<file path="src/rtl/multicycle_control.sv">
// Moore sequencer for a multicycle MIPS datapath: walks each instruction through
// fetch/decode/execute/memory/writeback and drives the datapath selects and enables.
module multicycle_control #(
    parameter logic [5:0] OP_RTYPE = 6'b000000,
    parameter logic [5:0] OP_LW    = 6'b100011,
    parameter logic [5:0] OP_SW    = 6'b101011,
    parameter logic [5:0] OP_BEQ   = 6'b000100,
    parameter logic [5:0] OP_ADDI  = 6'b001000,
    parameter logic [5:0] OP_J     = 6'b000010,
    parameter logic [5:0] OP_JAL   = 6'b000011,
    parameter logic [5:0] FUNCT_JR = 6'b001000
) (
    input  logic       clk,
    input  logic       reset_n,
    input  logic [5:0] opcode,
    input  logic [5:0] funct,
    input  logic       mem_ready,
    output logic       pc_write,
    output logic       pc_write_cond,
    output logic       ir_write,
    output logic       reg_write,
    output logic       mem_read,
    output logic       mem_write,
    output logic       i_or_d,
    output logic       alu_src_a,
    output logic [1:0] alu_src_b,
    output logic [1:0] alu_op,
    output logic [1:0] reg_dst,
    output logic [1:0] mem_to_reg,
    output logic [1:0] pc_source,
    output logic [3:0] state,
    output logic       instr_done,
    output logic       illegal
);

    typedef enum logic [3:0] {
        S_IDLE      = 4'd0,
        S_FETCH     = 4'd1,
        S_DECODE    = 4'd2,
        S_MEM_ADDR  = 4'd3,
        S_MEM_READ  = 4'd4,
        S_MEM_WB    = 4'd5,
        S_MEM_WRITE = 4'd6,
        S_EXEC      = 4'd7,
        S_R_WB      = 4'd8,
        S_BRANCH    = 4'd9,
        S_ADDI_EX   = 4'd10,
        S_ADDI_WB   = 4'd11,
        S_JUMP      = 4'd12,
        S_JAL       = 4'd13,
        S_JR        = 4'd14,
        S_ILLEGAL   = 4'd15
    } state_e;

    state_e state_q, state_d;
    // Opcode is only valid to sample at the DECODE edge, so remember LW vs SW here.
    logic   is_lw_q;

    // NOTE: sequential state uses non-blocking assignments so every register
    // updates from the same pre-edge values.
    always_ff @(posedge clk or negedge reset_n) begin
        if (!reset_n) begin
            state_q <= S_IDLE;
            is_lw_q <= 1'b0;
        end else begin
            state_q <= state_d;
            if (state_q == S_DECODE) begin
                is_lw_q <= (opcode == OP_LW);
            end
        end
    end

    // NOTE: state_d gets its default before the case so no path leaves it
    // unassigned, which would infer a latch.
    always_comb begin
        state_d = state_q;
        unique case (state_q)
            S_IDLE:      state_d = S_FETCH;
            S_FETCH:     if (mem_ready) state_d = S_DECODE;
            S_DECODE: begin
                if (opcode == OP_LW || opcode == OP_SW) begin
                    state_d = S_MEM_ADDR;
                end else if (opcode == OP_RTYPE) begin
                    state_d = (funct == FUNCT_JR) ? S_JR : S_EXEC;
                end else if (opcode == OP_BEQ) begin
                    state_d = S_BRANCH;
                end else if (opcode == OP_ADDI) begin
                    state_d = S_ADDI_EX;
                end else if (opcode == OP_J) begin
                    state_d = S_JUMP;
                end else if (opcode == OP_JAL) begin
                    state_d = S_JAL;
                end else begin
                    state_d = S_ILLEGAL;
                end
            end
            S_MEM_ADDR:  state_d = is_lw_q ? S_MEM_READ : S_MEM_WRITE;
            S_MEM_READ:  if (mem_ready) state_d = S_MEM_WB;
            S_MEM_WRITE: if (mem_ready) state_d = S_FETCH;
            S_EXEC:      state_d = S_R_WB;
            S_ADDI_EX:   state_d = S_ADDI_WB;
            S_ILLEGAL:   state_d = S_ILLEGAL;
            default:     state_d = S_FETCH;
        endcase
    end

    always_comb begin
        pc_write      = 1'b0;
        pc_write_cond = 1'b0;
        ir_write      = 1'b0;
        reg_write     = 1'b0;
        mem_read      = 1'b0;
        mem_write     = 1'b0;
        i_or_d        = 1'b0;
        alu_src_a     = 1'b0;
        alu_src_b     = 2'b00;
        alu_op        = 2'b00;
        reg_dst       = 2'b00;
        mem_to_reg    = 2'b00;
        pc_source     = 2'b00;
        instr_done    = 1'b0;
        illegal       = 1'b0;
        unique case (state_q)
            S_FETCH: begin
                mem_read  = 1'b1;
                alu_src_b = 2'b01;
                ir_write  = mem_ready;
                pc_write  = mem_ready;
            end
            S_DECODE:    alu_src_b = 2'b11;
            S_MEM_ADDR: begin
                alu_src_a = 1'b1;
                alu_src_b = 2'b10;
            end
            S_MEM_READ: begin
                mem_read = 1'b1;
                i_or_d   = 1'b1;
            end
            S_MEM_WB: begin
                reg_write  = 1'b1;
                mem_to_reg = 2'b01;
                instr_done = 1'b1;
            end
            S_MEM_WRITE: begin
                mem_write  = 1'b1;
                i_or_d     = 1'b1;
                instr_done = mem_ready;
            end
            S_EXEC: begin
                alu_src_a = 1'b1;
                alu_op    = 2'b10;
            end
            S_R_WB: begin
                reg_write  = 1'b1;
                reg_dst    = 2'b01;
                instr_done = 1'b1;
            end
            S_BRANCH: begin
                alu_src_a     = 1'b1;
                alu_op        = 2'b01;
                pc_write_cond = 1'b1;
                pc_source     = 2'b01;
                instr_done    = 1'b1;
            end
            S_ADDI_EX: begin
                alu_src_a = 1'b1;
                alu_src_b = 2'b10;
            end
            S_ADDI_WB: begin
                reg_write  = 1'b1;
                instr_done = 1'b1;
            end
            S_JUMP: begin
                pc_write   = 1'b1;
                pc_source  = 2'b10;
                instr_done = 1'b1;
            end
            S_JAL: begin
                pc_write   = 1'b1;
                pc_source  = 2'b10;
                reg_write  = 1'b1;
                reg_dst    = 2'b10;
                mem_to_reg = 2'b10;
                instr_done = 1'b1;
            end
            S_JR: begin
                pc_write   = 1'b1;
                pc_source  = 2'b11;
                instr_done = 1'b1;
            end
            S_ILLEGAL:   illegal = 1'b1;
            default: ;
        endcase
    end

    assign state = state_q;

endmodule
</file>
<file path="config.mk">
export PLATFORM = sky130hd
export DESIGN_NAME = multicycle_control
export DESIGN_NICKNAME = d
export VERILOG_FILES = /design/src/rtl/multicycle_control.sv
export SDC_FILE = /design/constraint.sdc
export NUM_CORES = 1
export LEC_CHECK = 0
export ABC_CLOCK_PERIOD_IN_PS = 5080
export CAP_MARGIN = 40
export CORE_AREA = 2 2 44 46
export DETAILED_ROUTE_END_ITERATION = 8
export DIE_AREA = 0 0 46 48
export HOLD_SLACK_MARGIN = 0.15
export PLACE_DENSITY = 0.8
export SLEW_MARGIN = 20
export SYNTH_ARGS = -nofsm -noshare
export SYNTH_HDL_FRONTEND = slang
export SYNTH_SLANG_ARGS = --single-unit
</file>
<file path="constraint.sdc">
create_clock -name clk -period 5.08 [get_ports clk]
set_input_delay 1.524 -clock clk [delete_from_list [all_inputs] [get_ports clk]]
set_output_delay 1.524 -clock clk [all_outputs]
set_load 0.05 [all_outputs]
</file>
Word level (Yosys, flattened, before mapping)
Index checks and enable logic that the tools add are counted.
- bits in registers: 5
- input port bits: 15
- output and inout bits: 24
- reductions and logical operators: 11
- equality and inequality tests: 25
- mux-type cells: 27
- operator list (cell ; number):
    $eq 4x4->1 const B ; 8
    $pmux 4 s8 ; 1
    $mux 4 ; 6
    $eq 4x3->1 const B ; 4
    $eq 6x2->1 const B ; 2
    $eq 6x4->1 const B ; 2
    $eq 6x6->1 const B ; 2
    $pmux 2 s2 ; 3
    $pmux 2 s3 ; 2
    $eq 4x2->1 const B ; 2
    $mux 1 ; 8
    $reduce_or 2->1 ; 4
    $reduce_or 4->1 ; 2
    $reduce_or 7->1 ; 1
    $eq 6x3->1 const B ; 1
    $logic_not 6->1 ; 1
    $mux 2 ; 3
    $mux 3 ; 2
    $ne 2x2->1 const B ; 3
    $eq 4x1->1 const B ; 1
    $pmux 1 s2 ; 2
    $reduce_and 3->1 ; 1
    $reduce_or 3->1 ; 1
    $logic_or 1x1->1 ; 1

Depth between registers and ports, before layout
Gate-level depths: netlist of run 1.
- depth in word-level cells: 8
- depth in mapped cells: 6
- depth with buffers taken out: 4

Worst setup path after synthesis of run 1
Ideal clock, no wire load.
- kind: input to output
- start point: input port mem_ready
- end point: output port instr_done
- data arrival time: 2.784 ns
- slack: 0.772 ns
- cell stages on the path: 2
- buffers on the path: 0
- cell sequence: a211oi_1 -> nor3b_1
- word-level cells in the longest chain between the ends: 1
- ends and longest elaborated chain (what ; line ; text):
    from (decl) ; 17 ; input logic mem_ready,
    $pmux 1 s2 ; 123 ; unique case (state_q)
    to (decl) ; 32 ; output logic instr_done,
Every way passes these cells.

Worst setup path in the final report of run 1
- start point: input port mem_ready
- end point: output port pc_write
- word-level cells in the longest chain between the ends: 1
- ends and longest elaborated chain (what ; line ; text):
    $pmux 1 s2 ; 123 ;
    to (decl) ; 18 ; output logic pc_write,
Every way passes these cells.

==> metrics.md, run 1 <==
| Metric | Value |
|---|---|
| Number of maximum-capacitance constraint violations | `0` |
| Largest net degree at the start of global routing | `23` |
| Average wire length per cell after detail routing | `12.3 um` |
| Kind of path behind the tightest hold check | `flip-flop to flip-flop` |
| Clock tree skew after final layout | `0.00170 ns` |
| First-pass GRT wire length | `between 2000 and 3000 um` |
| Number of antenna violations at the first check in global routing | `0` |
| DRT Wirelength | `about 1700 um` |
| Fraction of the yosys area taken by sequential cells | `around a fifth` |
| Fraction of synthesis flops using an asynchronous set or reset pin | `100%` |
| Layout filler cell count | `between 150 and 200` |
| Number of H-tree levels | `1` |
| Total track usage | `about 17%` |
| Slew at the pin with the worst max-slew slack | `0.600 ns` |
| Clock Sink Count | `5` |
| Top Ports | `39` |
| Number of global-route vias before repair | `679` |
| Net switching power | `479 uW` |
| Vias | `slightly below 800` |
| # setup viols final | `0` |
| R2R Path Start | `state[2]` |
| Fraction of power spent switching nets | `60.6%` |
| Power, Total | `between 700 and 800 uW` |
| Post-Route Utilization | `59.9%` |
| Share of power burned in the clock network | `5.8%` |
| Clk root buf | `sky130_fd_sc_hd__clkbuf_4` |
| Fmax | `0.222 GHz` |
| Number of buffers inserted during clock tree synthesis | `3` |
| Required time at the endpoint of the critical path | `3.56 ns` |
| Internal power | `311 uW` |
| Synth Register Bits | `5` |
| Status | `finished, final reports clean` |
| Final Wtd Congestion | `0.776` |
| PwrDens | `782 nW/um^2` |
| Floorplan core area | `1690 sq um` |
| Post-route minimum period | `4.49 ns` |
| Total leakage power | `0.000361 uW` |
| Post-cts repair resize count | `0` |
| Area Growth Syn to Fin | `65.6%` |
| Count of mapped cells out of synthesis | `90` |
| CP Launch Type | `primary input` |
| Number of buffers inserted by post-CTS setup repair | `0` |
| Class of the most critical setup path | `primary input to output port` |
| Core Rows | `15` |
| Avg Cell Area, Syn | `6.78 sq um` |
| Post-synth cell types | `34` |
| Worst ir drop on vdd | `0.387 mV` |
| Width of the die | `between 40 and 50 um` |
| Fin Hold WS | `around 0.55 ns` |
| Launch point of the critical path | `mem_ready` |
| Number of synthesized flops with an enable pin | `0` |
| Port Buffers | `38` |
| Final #Nets | `138` |
| Die Footprint | `2210 sq um` |
| Share of final-layout standard cells stronger than drive strength 1 | `5.74%` |
| Finished Cell Area | `1010 sq um` |
| Via count normalized by instance count | `5.65` |
| Leading cell type in the layout, fill and taps excluded | `sky130_fd_sc_hd__clkdlybuf4s50_1` |
| Max-slew headroom at the worst pin | `between 50% and 60%` |
| Part of the total power dissipated in combinational logic | `between 70% and 80%` |
| TritonCTS clock tree | `built` |
| Nature of the critical path endpoint | `output port` |
| Die Height | `48 um` |
| Initial standard-cell utilization of the core | `36.1%` |
| Quantity of hold-fixing buffers added after cts | `0` |
| Highest net fanout along the worst path | `5` |
| Final HPWL from detailed placement | `1380 um` |
| Number of warning messages in the yosys log | `0` |
| Unrepaired setup endpoints after global routing | `no` |
| Arrival @ worst endpoint | `2.97 ns` |
| Clock transition time at the flip-flop clock pins of the worst setup and hold paths | `about 0.040 ns` |
| Setup slack on the worst flop-to-flop path | `roughly 3.4 ns` |
| Antenna diode count | `0` |
| Number of buffers on the longest clock path | `2` |
| Number of nets in the synthesized netlist | `~110` |
| Dominant synthesized flop cell | `sky130_fd_sc_hd__dfrtp_1` |
| Routed Antenna Nets | `0` |
| Clk_lat worst skew | `0.24 ns` |
| Final period util | `88.5%` |
| Hold violation total from the final report | `0` |
| DRC marker count from the first detailed-route iteration | `9` |
| Total Negative Setup Slacks | `0 ns` |
| First-pass detailed-route iteration total | `4` |
| GRT Residual Overflow | `0` |
| Pins over their slew limit | `0` |
| Hold_sp | `is_lw_q` |
| Relative contribution of sequential cells to total power | `16.6%` |
| Netlist Area Pre-Place | `slightly above 600 sq um` |
| # DRC | `0` |
| Area after DPL | `985 sq um` |
| Most frequent cells in the layout | `35 x sky130_fd_sc_hd__clkdlybuf4s50_1, 12 x sky130_fd_sc_hd__nor2_1, 11 x sky130_fd_sc_hd__nand2_1, 6 x sky130_fd_sc_hd__o21ai_0` |
## power by group through the flow
| stage | combinational (uW) | clock, uW | sequential, uW |
|---|---|---|---|
| after floorplan | 429 | 0 | 125 |
| after global placement | 608 | 0 | 130 |
| after CTS | 617 | 46.2 | 131 |
| final | 614 | 45.8 | 132 |
| after detailed placement | 616 | 0 | 131 |
| after global routing | 649 | 46.8 | 140 |
## metal layers
metal  part of all wire (%)  track usage [%]
met4                   0.82             10.9
met1                     41             18.8
met3                    6.2             2.26
met2                     52             30.8
met5                      0                0
## state kept, by name (all words and copies together) (netlist names)
signal	flops
is_lw_q	1
state	4
## cell type report
type                    count  area [sq um]  share of cell area, %
multi-input cells          75           440                   43.6
flip-flops and latches      5           125                   12.4
well taps                  17          21.3                   2.10
clock buffers               4          26.3                   2.60
repair buffers             38           398                   39.4
## per-stage QoR
| step | std cells | setup slack (ns) |
|---|---|---|
| after detailed placement | 135 | 0.581 |
| after CTS | 139 | 0.574 |
| after global routing | 139 | 0.512 |
| final | 139 | 0.586 |
| after global placement | 135 | 0.608 |
| after floorplan | 90 | 0.772 |
## logic make-up after synthesis
group | after synthesis | share of synthesized area, %
flops | 5 | 20.5
buf+inv | 10 | 7.38
compound gates | 22 | 24.8
simple gates | 49 | 41.2
mux | 2 | 3.28
xor+xnor | 2 | 2.87
## critical path: stages
cell and delay (ns):
sky130_fd_sc_hd__clkdlybuf4s50_1 0.53, sky130_fd_sc_hd__or3b_2 0.49, sky130_fd_sc_hd__o22ai_1 0.25, sky130_fd_sc_hd__buf_12 0.18
## synthesized netlist by cell type, types with 2 or more instances
library cell	number	area (sq um)
sky130_fd_sc_hd__nor2_1	12	45.0
sky130_fd_sc_hd__nand2_1	11	41.3
sky130_fd_sc_hd__clkbuf_1	8	30.0
sky130_fd_sc_hd__o21ai_0	6	30.0
sky130_fd_sc_hd__dfrtp_1	5	125
sky130_fd_sc_hd__nand2b_1	5	31.3
sky130_fd_sc_hd__nor3_1	5	25.0
sky130_fd_sc_hd__and2_1	3	18.8
sky130_fd_sc_hd__a21oi_1	2	10.0
sky130_fd_sc_hd__buf_4	2	15.0
sky130_fd_sc_hd__mux2i_1	2	20.0
sky130_fd_sc_hd__nand3_1	2	10.0
sky130_fd_sc_hd__nand4_1	2	12.5
sky130_fd_sc_hd__nor2b_1	2	12.5
sky130_fd_sc_hd__nor4_1	2	12.5
sky130_fd_sc_hd__o22ai_1	2	12.5
sky130_fd_sc_hd__xnor2_1	2	17.5
## path summary, 6_finish.rpt
path                       endpoint  cells after the start
setup / recovery           pc_write                      4
max in group asynchronous  state[0]                      1
min in group asynchronous  state[1]                      1
hold reg to reg             is_lw_q                      2
setup reg to reg           state[1]                      4
hold / removal              is_lw_q                      2
No activity file was read; power rests on OpenSTA's default activity.
==> run 2, diff against run 1 <==
Settings changed: ABC_CLOCK_PERIOD_IN_PS 5080 to 4450, CORE_AREA 2 2 44 46 to 2 2 45 47, DIE_AREA 0 0 46 48 to 0 0 47 49, PLACE_DENSITY 0.8 to 0.76, RECOVER_POWER set to 25.
Clock period 5.08 ns to 4.45 ns, I/O delays scaled along.
==> metrics.md, run 2 (same netlist as run 1, synthesis figures left out) <==
| Metric | Value |
|---|---|
| Pins over their slew limit | `0` |
| Clock transition time at the flip-flop clock pins of the worst setup and hold paths | `0.04 ns` |
| Area Growth Syn to Fin | `69.7%` |
| Vias | `782` |
| GRT Residual Overflow | `0` |
| Largest net degree at the start of global routing | `23` |
| Antenna diode count | `0` |
| Arrival @ worst endpoint | `2.82 ns` |
| Core Rows | `16` |
| Part of the total power dissipated in combinational logic | `77.9%` |
| Hold violation total from the final report | `0` |
| Initial standard-cell utilization of the core | `33.2%` |
| Slew at the pin with the worst max-slew slack | `0.623 ns` |
| Clk_lat worst skew | `~0.25 ns` |
| First-pass detailed-route iteration total | `4` |
| Power, Total | `approximately 920 uW` |
| Post-route minimum period | `4.16 ns` |
| Fmax | `0.241 GHz` |
| Final period util | `93.4%` |
| Most frequent cells in the layout | `32 x sky130_fd_sc_hd__clkdlybuf4s50_1, 12 x sky130_fd_sc_hd__nor2_1, 11 x sky130_fd_sc_hd__nand2_1, 6 x sky130_fd_sc_hd__o21ai_0` |
| PwrDens | `889 nW/um^2` |
| Max-slew headroom at the worst pin | `58.4%` |
| Layout filler cell count | `183` |
| First-pass GRT wire length | `about 2800 um` |
| CP Launch Type | `primary input` |
| Number of maximum-capacitance constraint violations | `0` |
| Floorplan core area | `1840 sq um` |
| Number of flip-flops under the largest register name | `4` |
| # setup viols final | `0` |
| TritonCTS clock tree | `built` |
| Number of buffers on the longest clock path | `2` |
| Width of the die | `47 um` |
| Number of buffers inserted during clock tree synthesis | `3` |
| Die Footprint | `2300 sq um` |
| Unrepaired setup endpoints after global routing | `no` |
| Number of buffers inserted by post-CTS setup repair | `0` |
| Kind of path behind the tightest hold check | `flip-flop to flip-flop` |
| DRC marker count from the first detailed-route iteration | `9` |
| Number of global-route vias before repair | `between 600 and 700` |
| Share of final-layout standard cells stronger than drive strength 1 | `5.74%` |
| Internal power | `roughly 370 uW` |
| Number of H-tree levels | `1` |
| Class of the most critical setup path | `primary input to output port` |
| Required time at the endpoint of the critical path | `3.12 ns` |
| Final HPWL from detailed placement | `1380 um` |
| Quantity of hold-fixing buffers added after cts | `0` |
| Die Height | `49 um` |
| Number of antenna violations at the first check in global routing | `0` |
| Total Negative Setup Slacks | `0 ns` |
| Clk root buf | `sky130_fd_sc_hd__clkbuf_4` |
| Final #Nets | `between 100 and 150` |
| Port Buffers | `38` |
| DRT Wirelength | `1710 um` |
| Nature of the critical path endpoint | `output port` |
| Fraction of power spent switching nets | `59.7%` |
| Average wire length per cell after detail routing | `around 11 um` |
| Routed Antenna Nets | `0` |
| Clock Sink Count | `5` |
| Final Wtd Congestion | `0.747` |
| Leading cell type in the layout, fill and taps excluded | `sky130_fd_sc_hd__clkdlybuf4s50_1` |
| Total leakage power | `0.000365 uW` |
| Clock tree skew after final layout | `0.00327 ns` |
| Share of power burned in the clock network | `around 5.8%` |
| Highest net fanout along the worst path | `5` |
| Top Ports | `39` |
| Via count normalized by instance count | `5.25` |
| Worst ir drop on vdd | `about 0.4 mV` |
| Status | `finished, final reports clean` |
| Net switching power | `550 uW` |
| Post-cts repair resize count | `0` |
| # DRC | `0` |
| Total track usage | `about 16%` |
| Relative contribution of sequential cells to total power | `between 10% and 20%` |
-- run 2: worst max-delay path, cell delays in order --
cell                              delay, ns
sky130_fd_sc_hd__clkdlybuf4s50_1       0.56
sky130_fd_sc_hd__or3b_2                0.50
sky130_fd_sc_hd__o22ai_1               0.25
sky130_fd_sc_hd__buf_12                0.18
-- run 2: cell type report --
cell class                 count  area [sq um]  share of cell area, %
multi-input combinational     75           440                   42.5
timing repair buffer          38           410                   39.6
sequential                     5           125                   12.1
tap                           27          33.8                   3.26
clock buffer                   4          26.3                   2.54
-- run 2: power by group through the flow --
stage | Sequential, uW | Clock (uW) | Combinational (uW)
global route | 163 | 57.6 | 760
global placement | 150 | 0 | 718
finish | 150 | 53.3 | 718
detailed placement | 150 | 0 | 723
floorplan | 143 | 0 | 489
CTS | 150 | 54.3 | 724
-- run 2: final timing paths --
kind | start | endpoint | slack (ns) | cells past startpoint
worst min-delay path | is_lw_q | is_lw_q | 0.54 | 2
worst min register to register | is_lw_q | is_lw_q | 0.54 | 2
worst max-delay path | mem_ready | pc_write | 0.29 | 4
min in group asynchronous | reset_n | state[3] | 1.37 | 1
worst max register to register | state[2] | state[1] | 2.66 | 4
max in group asynchronous | reset_n | is_lw_q | 2.90 | 1
-- run 2: metrics by stage --
stage	setup WS, ns	utilization (%)	area (sq um)	hold WS, ns	cells
floorplan	0.520	-	611	0.472	90
global placement	0.340	54.8	1010	0.516	145
detailed placement	0.299	54.8	1010	0.519	145
CTS	0.299	56.3	1040	0.545	149
global route	0.234	56.3	1040	0.569	149
finish	0.295	56.3	1040	0.538	149
-- run 2: routing by layer --
| metal | vias up | wire, um | GRT usage [%] |
|---|---|---|---|
| li1 | 397 | - | - |
| met1 | 343 | 696 | 18.5 |
| met2 | 38 | 849 | 27.4 |
| met3 | 4 | 125 | 3.33 |
| met4 | 0 | 39 | 8.33 |
| met5 | - | 0 | 0 |
